<file path="src/rtl/fir_out_requant.sv">
// Requantises the 32-bit FIR result stream to 16-bit signed (round, shift, saturate)
// and buffers it in a small FIFO behind a valid/ready source, with drop/saturation statistics.
module fir_out_requant #(
    parameter int SHIFT = 15,
    parameter int DEPTH = 8
) (
    input  logic                     clk,
    input  logic                     reset_n,
    input  logic [31:0]              ast_sink_data,
    input  logic                     ast_sink_valid,
    output logic [15:0]              ast_source_data,
    output logic                     ast_source_valid,
    input  logic                     ast_source_ready,
    input  logic                     clear,
    output logic                     overflow,
    output logic [15:0]              sat_count,
    output logic [15:0]              drop_count,
    output logic [$clog2(DEPTH):0]   fill_level
);

    localparam int AW = $clog2(DEPTH);
    localparam logic [AW:0] FULL_LVL = (AW+1)'(DEPTH);
    localparam int RND_SH = (SHIFT > 0) ? (SHIFT - 1) : 0;
    localparam logic signed [32:0] RND = (SHIFT > 0) ? (33'sd1 <<< RND_SH) : 33'sd0;

    // Returns {sat, value}; the 33-bit sum cannot overflow since RND <= 2^15.
    function automatic logic [16:0] requant(input logic [31:0] x);
        logic signed [32:0] ext;
        logic signed [32:0] sum;
        logic signed [32:0] r;
        logic [16:0]        res;
        ext = $signed({x[31], x});
        sum = ext + RND;
        r   = sum >>> SHIFT;
        if (r > 33'sd32767) begin
            res = {1'b1, 16'h7FFF};
        end else if (r < -33'sd32768) begin
            res = {1'b1, 16'h8000};
        end else begin
            res = {1'b0, r[15:0]};
        end
        return res;
    endfunction

    logic [15:0]   r_mem [DEPTH];
    logic [AW-1:0] r_rd_ptr;
    logic [AW-1:0] r_wr_ptr;
    logic [AW:0]   r_fill;
    logic          r_overflow;
    logic [15:0]   r_sat_count;
    logic [15:0]   r_drop_count;

    logic [16:0]   w_req;
    logic          w_sat;
    logic          w_valid;
    logic          w_full;
    logic          w_pop;
    logic          w_wr;
    logic          w_drop;
    logic [AW:0]   w_fill_nxt;

    assign w_req   = requant(ast_sink_data);
    assign w_sat   = w_req[16];
    assign w_valid = (r_fill != '0);
    assign w_full  = (r_fill == FULL_LVL);
    assign w_pop   = w_valid & ast_source_ready;
    assign w_wr    = ast_sink_valid & (~w_full | w_pop);
    assign w_drop  = ast_sink_valid & w_full & ~w_pop;

    // Occupancy next-state: only write-only or pop-only moves the level.
    always_comb begin
        w_fill_nxt = r_fill;
        case ({w_wr, w_pop})
            2'b10:   w_fill_nxt = r_fill + 1'b1;
            2'b01:   w_fill_nxt = r_fill - 1'b1;
            default: w_fill_nxt = r_fill;
        endcase
    end

    // Sample storage, intentionally not reset.
    always_ff @(posedge clk) begin
        if (w_wr) begin
            r_mem[r_wr_ptr] <= w_req[15:0];
        end
    end

    // FIFO pointers and occupancy.
    always_ff @(posedge clk or negedge reset_n) begin
        if (!reset_n) begin
            r_rd_ptr <= '0;
            r_wr_ptr <= '0;
            r_fill   <= '0;
        end else begin
            if (w_wr) begin
                r_wr_ptr <= r_wr_ptr + 1'b1;
            end
            if (w_pop) begin
                r_rd_ptr <= r_rd_ptr + 1'b1;
            end
            r_fill <= w_fill_nxt;
        end
    end

    // Statistics; clear takes priority over any same-cycle event.
    always_ff @(posedge clk or negedge reset_n) begin
        if (!reset_n) begin
            r_overflow   <= 1'b0;
            r_sat_count  <= 16'd0;
            r_drop_count <= 16'd0;
        end else if (clear) begin
            r_overflow   <= 1'b0;
            r_sat_count  <= 16'd0;
            r_drop_count <= 16'd0;
        end else begin
            if (w_drop) begin
                r_overflow <= 1'b1;
            end
            if (w_wr && w_sat && (r_sat_count != 16'hFFFF)) begin
                r_sat_count <= r_sat_count + 16'd1;
            end
            if (w_drop && (r_drop_count != 16'hFFFF)) begin
                r_drop_count <= r_drop_count + 16'd1;
            end
        end
    end

    assign ast_source_valid = w_valid;
    assign ast_source_data  = w_valid ? r_mem[r_rd_ptr] : 16'd0;
    assign fill_level       = r_fill;
    assign overflow         = r_overflow;
    assign sat_count        = r_sat_count;
    assign drop_count       = r_drop_count;

endmodule

</file>
<file path="config.mk">
export PLATFORM = sky130hd
export DESIGN_NAME = fir_out_requant
export DESIGN_NICKNAME = d
export VERILOG_FILES = /design/src/rtl/fir_out_requant.sv
export SDC_FILE = /design/constraint.sdc
export NUM_CORES = 1
export LEC_CHECK = 0
export CORE_UTILIZATION = 30
export CTS_CLUSTER_DIAMETER = 120
export DETAILED_ROUTE_END_ITERATION = 10
export MAX_ROUTING_LAYER = met4
export PLACE_DENSITY_LB_ADDON = 0.1
export SLEW_MARGIN = 10
export SYNTH_ARGS = -nofsm -noshare
export SYNTH_HDL_FRONTEND = slang
export SYNTH_SLANG_ARGS = --single-unit
</file>
<file path="constraint.sdc">
create_clock -name clk -period 5.5 [get_ports clk]
set_clock_uncertainty 0.2 [all_clocks]
set_input_delay 1.1 -clock clk [delete_from_list [all_inputs] [get_ports clk]]
set_output_delay 1.1 -clock clk [all_outputs]
set_load 0.05 [all_outputs]
</file>
== Word-level counts from Yosys, hierarchy flattened ==
Memory sizes are Yosys's and may differ from the RTL's.
Cells that the tools add are included.
Storage, ports and cells
  memories: 1
  input port bits: 37
  logic and storage cells: 48
  RAM bits: 128
  output and inout port bits: 54
  register bits: 43
Memories
  r_mem: depth 8, bits a word 16, read ports 1, clocked after Yosys merged registers in 0, write ports 1, RTL line 45  | logic [15:0] r_mem [DEPTH];
Cells by class
  muxes and demuxes: 12
  eq/ne operators: 5
  add/subtract/negate cells: 7
  bitwise operators: 7
  reduce and logical (&&, ||, !) cells: 8
  $lt $le $gt $ge: 2
Operator list (count)
  16-bit two-way mux: 5
  17-bit two-way mux: 2
  32-bit by 16-bit adder with 33-bit output (second input constant): 1
  16-bit by 1-bit adder with 16-bit output (second input constant): 2
  16-bit inequality test (second input constant): 2
  18-bit by 16-bit greater-than comparator with 1-bit output (second input constant): 1
  18-bit by 16-bit < comparator with 1-bit output (second input constant): 1
  4-bit one-hot mux with 2 select lines: 1
  2-bit nonzero test: 4
  3-bit by 1-bit adder with 3-bit output (second input constant): 2
  4-bit by 1-bit adder with 4-bit output (second input constant): 1
  1-bit AND: 4
  4-bit equality test (second input constant): 1
  1-bit two-way mux: 4
  4-bit nonzero test: 1
  4-bit by 1-bit subtractor with 4-bit output (second input constant): 1
  1-bit logical AND: 3
  2-bit by 1-bit equality test with 1-bit output (second input constant): 1
  2-bit equality test (second input constant): 1
  1-bit NOT: 2
  1-bit OR: 1

== Logic depth before layout (Yosys ltp) ==
Gate-level depths: netlist (run 1).
  depth after elaboration: 8
  gate-level depth with buffers: 12
  depth with buffers taken out: 11

== Worst setup path before layout (run 1) ==
No wires, ideal clock.
  path kind: input-to-reg
  from: in ast_source_ready
  to: mem r_mem[0][0], enable pin
  arrival: 3015 ps
  buffers on the path: 0
  stages: 3
  setup time: 430 ps
  required time: 4870 ps
  slack: 1855 ps
  cells stage by stage: nand2b_1 > o21ai_1 > nor4_1
Between the ends
  longest elaborated chain between the ends: 5
Ends and longest elaborated chain
  start, declared: RTL line 13  | input logic ast_source_ready,
  1-bit AND: RTL line 66  | assign w_pop = w_valid & ast_source_ready;
  1-bit OR: RTL line 67  | assign w_wr = ast_sink_valid & (~w_full | w_pop);
  1-bit AND: RTL line 67
  1-bit two-way mux: RTL line 82  | if (w_wr) begin
  1-bit two-way mux (not written as such): RTL line 83  | r_mem[r_wr_ptr] <= w_req[15:0];
  end, declared: RTL line 45
No other way between the ends.

== Worst setup path in the final report (run 1) ==
  from: reg r_rd_ptr[1]
  to: out ast_source_data[12]
Between the ends
  longest elaborated chain between the ends: 2
Ends and longest elaborated chain
  start, declared: RTL line 46  | logic [AW-1:0] r_rd_ptr;
  start signal, assigned: RTL line 98  | r_rd_ptr <= r_rd_ptr + 1'b1;
  memory read 8 x 16 bit
  16-bit two-way mux: RTL line 128  | assign ast_source_data = w_valid ? r_mem[r_rd_ptr] : 16'd0;
  end, declared: RTL line 11  | output logic [15:0] ast_source_data,
No other way between the ends.

==> results.py, run 1 <==
metrics = {
    "power": {
        "max-vdd-ir-drop_uv": 284.9,
        "power.leakage_nw": 3.275,
        "fin_total_pwr_w": 0.004581,
        "power_density_nw_per_um2": 481.9,
    },
    "sta": {
        "grt_setup_unrepaired": "false",
        "fmax_ghz": 0.2415,
        "tns_ns": 0,
        "setup_viol": 0,
        "drv_slew": 0,
        "hold_violations": 0,
        "post-route-period-util_pct": 75.29,
        "fin_crit_ns": 4.141,
        "slew_headroom_pct": 27.71,
        "worstMarginPinSlew_ns": 1.081,
    },
    "synth": {
        "yosys.area.top_type": "edfxtp_1",
        "synth_flop_cell": "edfxtp_1",
        "yosysUniqueCellTypes": 52,
        "ys_seq_area_share_pct": 63.97,
        "synth_top_area_share_pct": 49.98,
        "synth_most_common_cell": "edfxtp_1",
        "syn-instance-count": 529,
        "synthTopCellsByArea": "edfxtp_1 50%, dfrtp_1 14%, mux4_2 9.4%, mux2i_1 2.3%, nor2_1 2.1%",
        "ys_seq_elements": 171,
        "synth_common_cells": "128 x edfxtp_1, 44 x nor2_1, 43 x dfrtp_1",
        "syn-cell-area_um2": 7691,
        "synth_warnings": 0,
        "async_flop_share_pct": 25.15,
        "synth-edff-count": 128,
        "syn_area_per_cell_um2": 14.54,
        "syn_nets": 575,
    },
    "floorplanning": {
        "row_count": 58,
        "die_area_um2": 26280,
        "core_um2": 25180,
        "initial_core_util_pct": 30.54,
        "dieHeight_um": 162.1,
        "pin_count": 91,
        "die_w_um": 162.1,
    },
    "clock_network": {
        "insertion_delay_ns": 0.42,
        "cts_buffer_depth": 2,
        "cts.clk_slew.worst_paths_ns": 0.07,
        "cts_buffers": 17,
        "cts_tree": "built",
        "postCtsHoldBufs": 0,
        "post-cts-setup-buffers": 0,
        "cts_resized": 0,
        "clock-root-buffer": "clkbuf_16",
        "cts.htree.levels": 4,
        "cts_sinks": 171,
    },
    "critical_path": {
        "slowest_delay_ns": 0.96,
        "arrival_ns": 2.84,
        "crit_slowest_cell": "dfrtp_2",
        "critical_path_buf_inv_count": 1,
        "worst_ep_required_time_ns": 4.20,
        "critical_path_class": "reg2out",
        "critical_path.top_delay_family": "flip-flops",
        "path_max_fanout": 34,
        "endpoint_kind": "primary output",
        "cp-start-kind": "register",
        "crit_chain": "mux4_2 > mux2i_1 > nor2_1 > clkdlybuf4s50_1",
    },
    "final_layout": {
        "drive_gt1_share_pct": 14.97,
        "fin_cells": 958,
        "area_delta_synth_final_pct": 23.61,
        "nNetsFinal": 661,
        "fin_util_pct": 37.75,
        "antenna_cells": 0,
        "final_cell_area_um2": 9507,
    },
    "routing": {
        "drtIter0Drc": 214,
        "dr.pass1.iters": 4,
        "antenna_left": 0,
        "wl_per_cell_um": 18.73,
        "totalWireLength_um": 17940,
        "drt_drc_violations_left": 0,
        "viasPerCell": 5.011,
        "num_vias": 4801,
    },
    "global_route": {
        "grt_pass1_wl_um": 27920,
        "track_usage_pct": 14.79,
        "grt_pass1_vias": 4992,
        "grt-ovfl-total": 0,
        "grt_antenna_before_repair": 0,
        "grt_max_degree": 44,
    },
    "placed_design": {
        "gp_congestion": 0.7976,
        "dp.cells": 926,
        "port_buffers": 76,
        "dp_hpwl_um": 11380,
        "place_area_um2": 8925,
    },
    "job": {
        "max-cap-violations": 0,
    },
    "outcome": {
        "status": "completed",
    },
    "hold_path": {
        "hp-class": "reg2reg",
    },
}
## flip-flops by register name (all words and copies together), names as in the netlist
register / cells
r_wr_ptr: 3
r_rd_ptr: 3
drop_count: 16
sat_count: 16
r_mem: 128
overflow: 1
fill_level: 4
## cell families after synthesis
kind of cell,count (synthesis),share of synthesized area [%]
multiplexers,54,12.30
XOR/XNOR,33,3.855
adder cells (fa/ha/maj),9,1.562
flip-flops,171,63.97
AO/OA/AOI/OAI,67,5.336
buffers and inverters,36,1.903
AND/OR/NAND/NOR,159,11.08
## worst reg2reg max path: cells and delay by family (launching register included)
family	cells	cell delay [ns]
xor gates and xnor gates	2	0.28
adders and majority gates	2	0.54
DFF	1	0.44
buffers and inverters	2	0.35
AOI/OAI and AO/OA	2	0.33
and+or+nand+nor	4	0.82
## stage by stage
step	hold slack, ns	worst slack, ns
floorplan	0.3165	1.855
global placement	0.2894	1.090
detailed placement	0.3089	1.047
CTS	0.3258	1.264
global route	0.3684	1.169
finish	0.3076	1.359
## power breakdown
group	internal [W]	leakage, nW	switching, W
sequential	0.00159	1.74	0.000164
combinational	0.000657	1.26	0.000986
clock	0.000642	0.276	0.000543
total	0.00289	3.27	0.00169
## cells in the final DEF, fill, tap and decap left out, drive strengths merged, types with 14 or more instances in the layout
master / instances
edfxtp: 128
clkdlybuf4s50: 75
nor2: 44
dfrtp: 43
mux4: 32
nand2: 28
o21ai: 23
a21oi: 22
inv: 20
mux2i: 18
clkbuf: 17
xor2: 17
xnor2: 16
buf: 16
nand3: 14
nor3: 14
## layout make-up
cell class                      count  area, um^2
Fill cell                        2370       15680
Tap cell                          330       412.9
Clock buffer                       17       425.4
Timing Repair Buffer               91       868.3
Clock inverter                     15       156.4
Inverter                           12       45.04
Multi-Input combinational cell    322        2676
Sequential cell                   171        4922
## metal layers
metal | vias up | routed length (um) | GRT usage, %
li1 | 2215 | - | -
met1 | 2483 | 8323 | 18.77
met2 | 93 | 8897 | 24.05
met3 | 10 | 599 | 3.550
met4 | 0 | 123 | 3.087
met5 | - | 0 | -
## worst paths after layout
| check | from | endpoint | slack [ns] | cells after the start |
|---|---|---|---|---|
| hold / removal | overflow | overflow | 0.31 | 2 |
| hold reg to reg | overflow | overflow | 0.31 | 2 |
| setup reg to reg | fill_level[0] | fill_level[3] | 2.43 | 12 |
| max in group asynchronous | reset_n | r_rd_ptr[1] | 3.72 | 1 |
| min in group asynchronous | reset_n | sat_count[1] | 0.66 | 1 |
| setup / recovery | r_rd_ptr[1] | ast_source_data[12] | 1.36 | 4 |
(Power assumes the default switching activity.)
==> run 2: changes to the inputs <==
==> constraint.sdc (replaced) <==
create_clock -name clk -period 3.33 [get_ports clk]
set_clock_uncertainty 0.2 [all_clocks]
set_input_delay 0.666 -clock clk [delete_from_list [all_inputs] [get_ports clk]]
set_output_delay 0.666 -clock clk [all_outputs]
set_load 0.05 [all_outputs]
==> run 2 against run 1 <==
Sequential share of layout area decreased by 2.9 points. Highest routed layer unchanged. Sequential power increased by 58%. Utilization increased by 2.3 points. Register-to-register slack got worse by 1.9 ns.
==> results.py, run 2 (same netlist as run 1, synthesis figures left out) <==
metrics = {
    "clock_network": {
        "cts_buffer_depth": 2,
        "cts_resized": 0,
        "postCtsHoldBufs": 0,
        "clock-root-buffer": "clkbuf_16",
        "post-cts-setup-buffers": 0,
        "cts_sinks": 171,
        "cts.htree.levels": 4,
        "cts_buffers": 17,
        "cts.clk_slew.worst_paths_ns": 0.07,
        "insertion_delay_ns": 0.43,
        "cts_tree": "built",
    },
    "floorplanning": {
        "initial_core_util_pct": 30.54,
        "die_area_um2": 26280,
        "die_w_um": 162.1,
        "core_um2": 25180,
        "row_count": 58,
        "dieHeight_um": 162.1,
        "pin_count": 91,
    },
    "final_layout": {
        "final_common_cell": "edfxtp_1",
        "final_cell_mix": "128 x edfxtp_1, 58 x clkdlybuf4s50_1, 55 x buf_4",
        "antenna_cells": 0,
        "drive_gt1_share_pct": 23.48,
        "nNetsFinal": 706,
        "area_delta_synth_final_pct": 31.01,
        "final_cell_area_um2": 10080,
        "regMostFlops": "r_mem",
        "fin_util_pct": 40.01,
        "largest_register_ffs": 128,
    },
    "sta": {
        "drv_slew": 0,
        "worstMarginPinSlew_ns": 1.021,
        "grt_setup_unrepaired": "false",
        "setup_viol": 0,
        "post-route-period-util_pct": 93.91,
        "fin_hold_ws_ns": 0.2108,
        "hold_violations": 0,
        "fmax_ghz": 0.3198,
        "fin_crit_ns": 3.127,
        "slew_headroom_pct": 31.91,
    },
    "job": {
        "max-cap-violations": 0,
    },
    "critical_path": {
        "critical_path_class": "in2reg",
        "path_max_fanout": 5,
        "endpoint_kind": "register",
        "arrival_ns": 3.24,
        "reg2reg_depth": 11,
        "cp-start-kind": "input port",
        "worst_ep_required_time_ns": 3.45,
    },
    "hold_path": {
        "hp-class": "in2async",
    },
    "global_route": {
        "grt_pass1_wl_um": 27860,
        "grt_max_degree": 44,
        "grt-ovfl-total": 0,
        "track_usage_pct": 14.68,
        "grt_antenna_before_repair": 0,
        "grt_pass1_vias": 5030,
    },
    "placed_design": {
        "place_area_um2": 9487,
        "dp_hpwl_um": 11400,
        "port_buffers": 76,
        "gp_congestion": 0.7662,
    },
    "routing": {
        "wl_per_cell_um": 17.73,
        "viasPerCell": 4.807,
        "antenna_left": 0,
        "dr.pass1.iters": 4,
        "drtIter0Drc": 174,
        "drt_drc_violations_left": 0,
        "totalWireLength_um": 17790,
        "num_vias": 4821,
    },
    "outcome": {
        "status": "completed",
    },
    "power": {
        "power_density_nw_per_um2": 809.3,
        "power.leakage_nw": 3.603,
        "max-vdd-ir-drop_uv": 712.2,
    },
}
[run 2: cell types whose count changed in the layout (fill, tap and decap cells not counted), moves of 2 or more]
| cell | change |
|---|---|
| buf_12 | +22 |
| clkdlybuf4s50_1 | -17 |
| clkinv_1 | -2 |
| clkinv_4 | +2 |
| nor3_2 | +3 |
| buf_4 | +40 |
| nor3_4 | -3 |
[run 2: worst paths after layout]
| check | start | endpoint | slack, ns |
|---|---|---|---|
| setup / recovery | ast_sink_data[15] | sat_count[3] | 0.20 |
| hold / removal | reset_n | drop_count[4] | 0.21 |
| setup reg to reg | fill_level[0] | fill_level[3] | 0.53 |
| hold reg to reg | overflow | overflow | 0.31 |
| max in group asynchronous | reset_n | r_rd_ptr[0] | 2.02 |
| min in group clk | overflow | overflow | 0.31 |
[run 2: stage by stage]
stage	setup WS, ns	std cells	power, W	setup TNS [ns]
finish	0.2029	1003	0.008154	0
floorplan	0.07659	529	0.004766	0
detailed placement	-0.4069	971	0.006340	-20.73
global route	0.002703	1003	0.008541	0
global placement	-0.3352	971	0.006285	-18.45
CTS	0.04537	1003	0.008303	0
[run 2: per-layer routing]
layer / GRT usage (%) / share of wire (%) / up-vias
li1: - / - / 2296
met1: 17.39 / 44 / 2435
met2: 25.52 / 52 / 74
met3: 2.630 / 2.7 / 16
met4: 4.117 / 1.1 / 0
met5: - / 0 / -
[run 2: cell type report]
type / count / area (um^2)
clock inverter: 14 / 151.4
inverter: 12 / 45.04
tap: 330 / 412.9
fill: 2337 / 15110
timing repair buffer: 136 / 1439
multi-input combinational: 322 / 2678
clock buffer: 18 / 429.2
sequential: 171 / 4921
[run 2: critical path, cell delays in order]
cell,delay [ns]
clkdlybuf4s50_1,0.49
ha_1,0.20
nand4_2,0.16
nor4_4,0.30
buf_4,0.18
xor2_2,0.10
buf_4,0.15
o311ai_1,0.57
nor2_1,0.10
mux2_1,0.34
[run 2: power breakdown]
group | total (W) | switching (W) | internal (W)
Combinational | 0.00344 | 0.00189 | 0.00155
Sequential | 0.00276 | 0.000138 | 0.00262
Clock | 0.00195 | 0.000885 | 0.00106
